--- src/rtl/riscv_dmem_lsu_if.sv ---
// Core-side request/response channel of the data-memory load/store unit.
// The core is the master (drives requests); the LSU is the slave.
interface riscv_dmem_lsu_if;
    logic        req_valid;
    logic        req_ready;
    logic        req_we;
    logic [1:0]  req_size;
    logic        req_unsigned;
    logic [31:0] req_addr;
    logic [31:0] req_wdata;
    logic        resp_valid;
    logic [31:0] resp_rdata;
    logic        resp_err;

    modport master (
        output req_valid, req_we, req_size, req_unsigned, req_addr, req_wdata,
        input  req_ready, resp_valid, resp_rdata, resp_err
    );

    modport slave (
        input  req_valid, req_we, req_size, req_unsigned, req_addr, req_wdata,
        output req_ready, resp_valid, resp_rdata, resp_err
    );
endinterface

--- src/rtl/riscv_dmem_lsu.sv ---
// Load/store unit in front of a whole-word synchronous RAM: alignment/range
// checks, load extension, and read-modify-write for byte/half stores.
module riscv_dmem_lsu #(
    parameter int AW = 7
) (
    input  logic            clk,
    input  logic            rst,
    riscv_dmem_lsu_if.slave core,
    output logic            mem_en,
    output logic            mem_we,
    output logic [AW-1:0]   mem_addr,
    output logic [31:0]     mem_wdata,
    input  logic [31:0]     mem_rdata
);
    typedef enum logic [2:0] {IDLE, RD, RMW_RD, WR, RESP} state_t;

    state_t      state, next;
    logic [1:0]  size_r;
    logic        uns_r;
    logic [AW+1:0] addr_r;
    logic [31:0] wdata_r;
    logic [31:0] merged_r;
    logic [31:0] rdata_r;
    logic        err_r;

    logic        accept;
    logic        req_err;
    logic [4:0]  sh;
    logic [15:0] lane;
    logic [31:0] mask;
    logic [31:0] merged;
    logic [31:0] ld;

    assign core.req_ready  = (state == IDLE) && !rst;
    assign core.resp_valid = (state == RESP) && !rst;
    assign core.resp_rdata = rdata_r;
    assign core.resp_err   = err_r;
    assign mem_addr        = addr_r[AW+1:2];
    assign mem_wdata       = (size_r == 2'd2) ? wdata_r : merged_r;

    always_comb begin
        accept  = core.req_valid && core.req_ready;
        req_err = (core.req_size == 2'd3)
               || (core.req_size == 2'd1 && core.req_addr[0])
               || (core.req_size == 2'd2 && core.req_addr[1:0] != 2'b00)
               || (core.req_addr[31:AW+2] != '0);

        // Shifting the RAM word down by the byte offset puts the addressed
        // byte or half at bit 0; halves are aligned so the same shift works.
        sh     = {addr_r[1:0], 3'b000};
        lane   = 16'(mem_rdata >> sh);
        mask   = (size_r == 2'd0) ? (32'h0000_00FF << sh) : (32'h0000_FFFF << sh);
        merged = (mem_rdata & ~mask) | ((wdata_r << sh) & mask);

        case (size_r)
            2'd0:    ld = uns_r ? {24'h0, lane[7:0]} : {{24{lane[7]}}, lane[7:0]};
            2'd1:    ld = uns_r ? {16'h0, lane} : {{16{lane[15]}}, lane};
            default: ld = mem_rdata;
        endcase

        next   = state;
        mem_en = 1'b0;
        mem_we = 1'b0;
        case (state)
            IDLE: if (accept) begin
                if (req_err)                    next = RESP;
                else if (!core.req_we)          next = RD;
                else if (core.req_size == 2'd2) next = WR;
                else                            next = RMW_RD;
            end
            RD:     begin mem_en = 1'b1; next = RESP; end
            RMW_RD: begin mem_en = 1'b1; next = WR; end
            WR:     begin mem_en = 1'b1; mem_we = 1'b1; next = RESP; end
            RESP:   next = IDLE;
            default: next = IDLE;
        endcase
        // A write must never reach the RAM while reset is asserted.
        if (rst) begin
            mem_en = 1'b0;
            mem_we = 1'b0;
        end
    end

    always_ff @(posedge clk) begin
        if (rst) begin
            state    <= IDLE;
            size_r   <= '0;
            uns_r    <= 1'b0;
            addr_r   <= '0;
            wdata_r  <= '0;
            merged_r <= '0;
            rdata_r  <= '0;
            err_r    <= 1'b0;
        end else begin
            state <= next;
            if (accept) begin
                size_r  <= core.req_size;
                uns_r   <= core.req_unsigned;
                addr_r  <= core.req_addr[AW+1:0];
                wdata_r <= core.req_wdata;
                if (req_err) begin
                    rdata_r <= '0;
                    err_r   <= 1'b1;
                end
            end
            case (state)
                RD:     begin rdata_r <= ld; err_r <= 1'b0; end
                RMW_RD: merged_r <= merged;
                WR:     begin rdata_r <= '0; err_r <= 1'b0; end
                default: ;
            endcase
        end
    end
endmodule

--- src/flat_wrapper.sv ---
// flat-port wrapper written by rule: the top's interface ports become plain ports
module riscv_dmem_lsu_flat 
#(
    parameter int AW = 7
)
  (clk, rst, mem_en, mem_we, mem_addr, mem_wdata, mem_rdata, core_req_valid, core_req_we, core_req_size, core_req_unsigned, core_req_addr, core_req_wdata, core_req_ready, core_resp_valid, core_resp_rdata, core_resp_err);
  riscv_dmem_lsu_if core_i ();
  input  logic clk;
  input  logic rst;
  output logic mem_en;
  output logic mem_we;
  output logic [AW-1:0] mem_addr;
  output logic [31:0] mem_wdata;
  input  logic [31:0] mem_rdata;
  input wire logic [$bits(core_i.req_valid)-1:0] core_req_valid;
  input wire logic [$bits(core_i.req_we)-1:0] core_req_we;
  input wire logic [$bits(core_i.req_size)-1:0] core_req_size;
  input wire logic [$bits(core_i.req_unsigned)-1:0] core_req_unsigned;
  input wire logic [$bits(core_i.req_addr)-1:0] core_req_addr;
  input wire logic [$bits(core_i.req_wdata)-1:0] core_req_wdata;
  output wire logic [$bits(core_i.req_ready)-1:0] core_req_ready;
  output wire logic [$bits(core_i.resp_valid)-1:0] core_resp_valid;
  output wire logic [$bits(core_i.resp_rdata)-1:0] core_resp_rdata;
  output wire logic [$bits(core_i.resp_err)-1:0] core_resp_err;
  assign core_i.req_valid = core_req_valid;
  assign core_i.req_we = core_req_we;
  assign core_i.req_size = core_req_size;
  assign core_i.req_unsigned = core_req_unsigned;
  assign core_i.req_addr = core_req_addr;
  assign core_i.req_wdata = core_req_wdata;
  assign core_req_ready = core_i.req_ready;
  assign core_resp_valid = core_i.resp_valid;
  assign core_resp_rdata = core_i.resp_rdata;
  assign core_resp_err = core_i.resp_err;
  riscv_dmem_lsu #(.AW(AW)) u_core (.clk(clk), .rst(rst), .core(core_i), .mem_en(mem_en), .mem_we(mem_we), .mem_addr(mem_addr), .mem_wdata(mem_wdata), .mem_rdata(mem_rdata));
endmodule
--- config.mk ---
export PLATFORM = sky130hd
export DESIGN_NAME = riscv_dmem_lsu_flat
export DESIGN_NICKNAME = d
export VERILOG_FILES = /design/src/rtl/riscv_dmem_lsu_if.sv /design/src/rtl/riscv_dmem_lsu.sv /design/src/flat_wrapper.sv
export SDC_FILE = /design/constraint.sdc
export NUM_CORES = 1
export LEC_CHECK = 0
export BUFFER_PORTS_ARGS = -buffer_cell sky130_fd_sc_hd__buf_2
export CORE_UTILIZATION = 55
export CTS_BUF_LIST = sky130_fd_sc_hd__clkbuf_8
export DETAILED_ROUTE_END_ITERATION = 7
export PLACE_DENSITY = 0.81
export SLEW_MARGIN = 25
export SYNTH_ARGS = -nofsm -noshare
export SYNTH_HDL_FRONTEND = slang
export SYNTH_SLANG_ARGS = --single-unit
--- constraint.sdc ---
create_clock -name clk -period 3.35 [get_ports clk]
set_input_delay 0.67 -clock clk [delete_from_list [all_inputs] [get_ports clk]]
set_output_delay 0.67 -clock clk [all_outputs]
set_load 0.05 [all_outputs]
==> qor.yml <==
ys_seq_area_share_pct: 40.0
insertion_delay_ps: 380
drt_iter0_drc: 301
critPathMaxStageDelay_ps: 390
cts.clk_slew.worst_paths_ps: 100
chipHeight_um: 103
routed_wl_um: 16500
status: "completed"
endpoint_kind: "output port"
initial_utilization_pct: 57.1
netlist_area_sq_um: 5610
timing.final.ws_setup_ps: 641
grt_pass1_vias: 4934
cts_tree: "yes"
setup_viol: 0
whs_endpoint: "u_core.core.resp_err$_SDFFE_PP0P_"
synth_nets: 771
dieArea_sq_um: 10600
io_buffers: 178
postCtsSetupRepairBufs: 0
antenna_violating_nets_post_route: 0
synth_seq_cells: 112
hold_depth: 2
yosysWarnings: 0
syn_inst: 668
die_w_um: 103
crit_type: "reg -> out"
fin_crit_sh_pct: 80.9
worstPathArrival_ps: 2040
crit_path_start_kind: "register"
path_buf_inv: 3
rsz0062_at_grt: "false"
crit_fanout: 32
hold_class: "reg -> reg"
critPathSlowestCell: "buf_4"
cp.required_ps: 2680
worstReg2RegEnd: "u_core.core.resp_rdata[25]$_SDFFE_PP0P_"
synthFlopType: "dfxtp_1"
areaGrowthSynthToFinish_pct: 18.8
vias: 5482
fin_nets: 908
cts_root_buf: "clkbuf_8"
async_reset_ff_share_pct: 0
worst_pin_slew_ps: 786
grt.overflow.total: 0
viasPerCell: 5.81
diodes: 0
drt-pass1-iter-count: 5
fillers: 845
antenna_found_initial: 0
post-dp-hpwl_um: 12200
synth_edf_count: 0
max-vdd-ir-drop_v: 0.000266
drc: 0
preCtsSetupSlack_ps: 974
gp_congestion: 0.914
rows: 36
coreArea_sq_um: 9820
grt_max_degree: 72
reg2reg_depth: 5
r2r_start: "u_core.addr_r[0]$_SDFFE_PP0P_"
slew_violations: 0
maxSlewHeadroom_pct: 47.5
grt_first_pass_wirelength_um: 25000
path_cells: "inv_2 > nor2_2 > buf_4 > mux2_2 > buf_2"
ys_types: 49
final.setup.tns_ps: 0
wire_per_inst_um: 17.5
leakagePower_nw: 2.89
max_freq_ghz: 0.369
min_from: "u_core.core.resp_err$_SDFFE_PP0P_"
cts_sinks: 112
h-tree-depth: 3
avgSynthCellArea_sq_um: 8.39
cts_resized: 0
drive_gt1_share_pct: 31.0
clockBufferDepth: 2
final.setup_skew_ps: 8.86
holdBufCountCts: 0
io_pins: 179
period_needed_ps: 2710
hold_violations: 0
power_density_nw_per_um2: 412
maxCapViolCount: 0
track_usage_pct: 31.0
regToRegSetupSlack_ps: 1110
cts_buffers: 9
final_core_util_pct: 67.8
cp_top_family: "buffers and inverters"
[power breakdown]
part,internal (W),leakage (nW),total (W),switching [W]
Clock,0.000424,0.113,0.000889,0.000465
Sequential,0.00137,0.911,0.00142,0.0000475
Combinational,0.000155,1.87,0.000436,0.000282
[final cells by class]
cell class / instances / area, sq um / share of cell area (%)
clock buffers: 9 / 124 / 1.86
clock inverters: 7 / 96.3 / 1.45
inverters: 4 / 15.0 / 0.225
multi-input cells: 485 / 3010 / 45.2
flip-flops and latches: 112 / 2240 / 33.7
well taps: 133 / 166 / 2.50
repair buffers: 193 / 1000 / 15.1
[cells in the final DEF, fill, tap and decap left out, types with 2 or more instances in the layout]
cell type  instances
buf_2            178
nand2_1          137
dfxtp_1          112
nor2_1            47
a21oi_1           42
nand3b_1          42
mux2_2            30
o211ai_1          25
o21a_1            18
o21ai_0           17
a32oi_1           16
a31oi_1           16
mux2i_1           15
buf_4             15
o22a_1             9
clkbuf_8           9
a311oi_1           8
nand3_1            8
o221ai_1           8
a22oi_1            7
nor4_1             5
inv_1              4
nor2_2             3
mux2_1             3
nand2b_1           3
nor3b_1            3
nor3_1             3
and2_1             2
o31ai_1            2
bufinv_16          2
[sequential cells by signal (all words and copies together) (netlist names)]
| register | count |
|---|---|
| u_core.core.resp_rdata | 32 |
| u_core.addr_r | 9 |
| u_core.core.resp_err | 1 |
| u_core.state | 3 |
| u_core.merged_r | 32 |
| u_core.wdata_r | 32 |
| u_core.uns_r | 1 |
| u_core.size_r | 2 |
[cells by family after synthesis]
kind of cell	Yosys count	synth area share, %
flops	112	40.0
simple gates	264	22.7
buf+inv	71	6.25
compound gates	172	21.3
mux	49	9.71
[per-stage QoR]
step | total power [W] | hold WS, ps | area [sq um] | cells
floorplan | 0.00173 | 428 | 5610 | 668
global placement | 0.00187 | 430 | 6440 | 927
detailed placement | 0.00188 | 443 | 6440 | 927
CTS | 0.00274 | 459 | 6660 | 943
global route | 0.00284 | 469 | 6660 | 943
finish | 0.00274 | 454 | 6660 | 943
[metal layers]
metal  vias up  global-route usage (%)  routed length (um)  share of wire (%)
met2       190                    51.0                7970                 48
li1       2661                       -                   -                  -
met5         -                       0                   0                  0
met1      2601                    41.1                7250                 44
met3        30                    4.27                 888                5.4
met4         0                    12.1                 380                2.3
[worst register-to-register path: stages (launching register included)]
cell and delay, ps:
dfxtp_1 820, mux4_2 630, nand3b_4 160, o211ai_4 210, a32oi_1 240, nor2_1 60
[synth_stat cells, drive strengths merged (4+ instances only)]
master	count	area (sq um)
nor2	50	195
a311oi	8	70.1
inv	4	15.0
o211ai	26	209
o221ai	8	70.1
a32oi	16	140
mux2i	15	150
a21oi	43	219
a22oi	8	65.1
nand3b	43	335
dfxtp	112	2240
o22a	9	78.8
clkbuf	30	114
nand3	8	40.0
nor3b	4	35.0
mux2	33	372
a31oi	16	100
nand2	138	521
o21ai	18	93.8
o21a	18	135
buf	37	221
nor4	6	43.8
[worst max path at each step]
stage                                  start              end  slack [ps]  cells past startpoint
2_1_floorplan                            rst  core_resp_valid         200                      2
3_3_place_gp                             rst  core_resp_valid        1030                      4
3_5_place_dp                             rst  core_resp_valid         970                      4
4_1_cts        u_core.size_r[1]$_SDFFE_PP0P_     mem_wdata[6]         620                      5
5_1_grt        u_core.size_r[1]$_SDFFE_PP0P_    mem_wdata[10]         570                      5
6_report       u_core.size_r[1]$_SDFFE_PP0P_     mem_wdata[0]         640                      5
(Power assumes the default switching activity.)
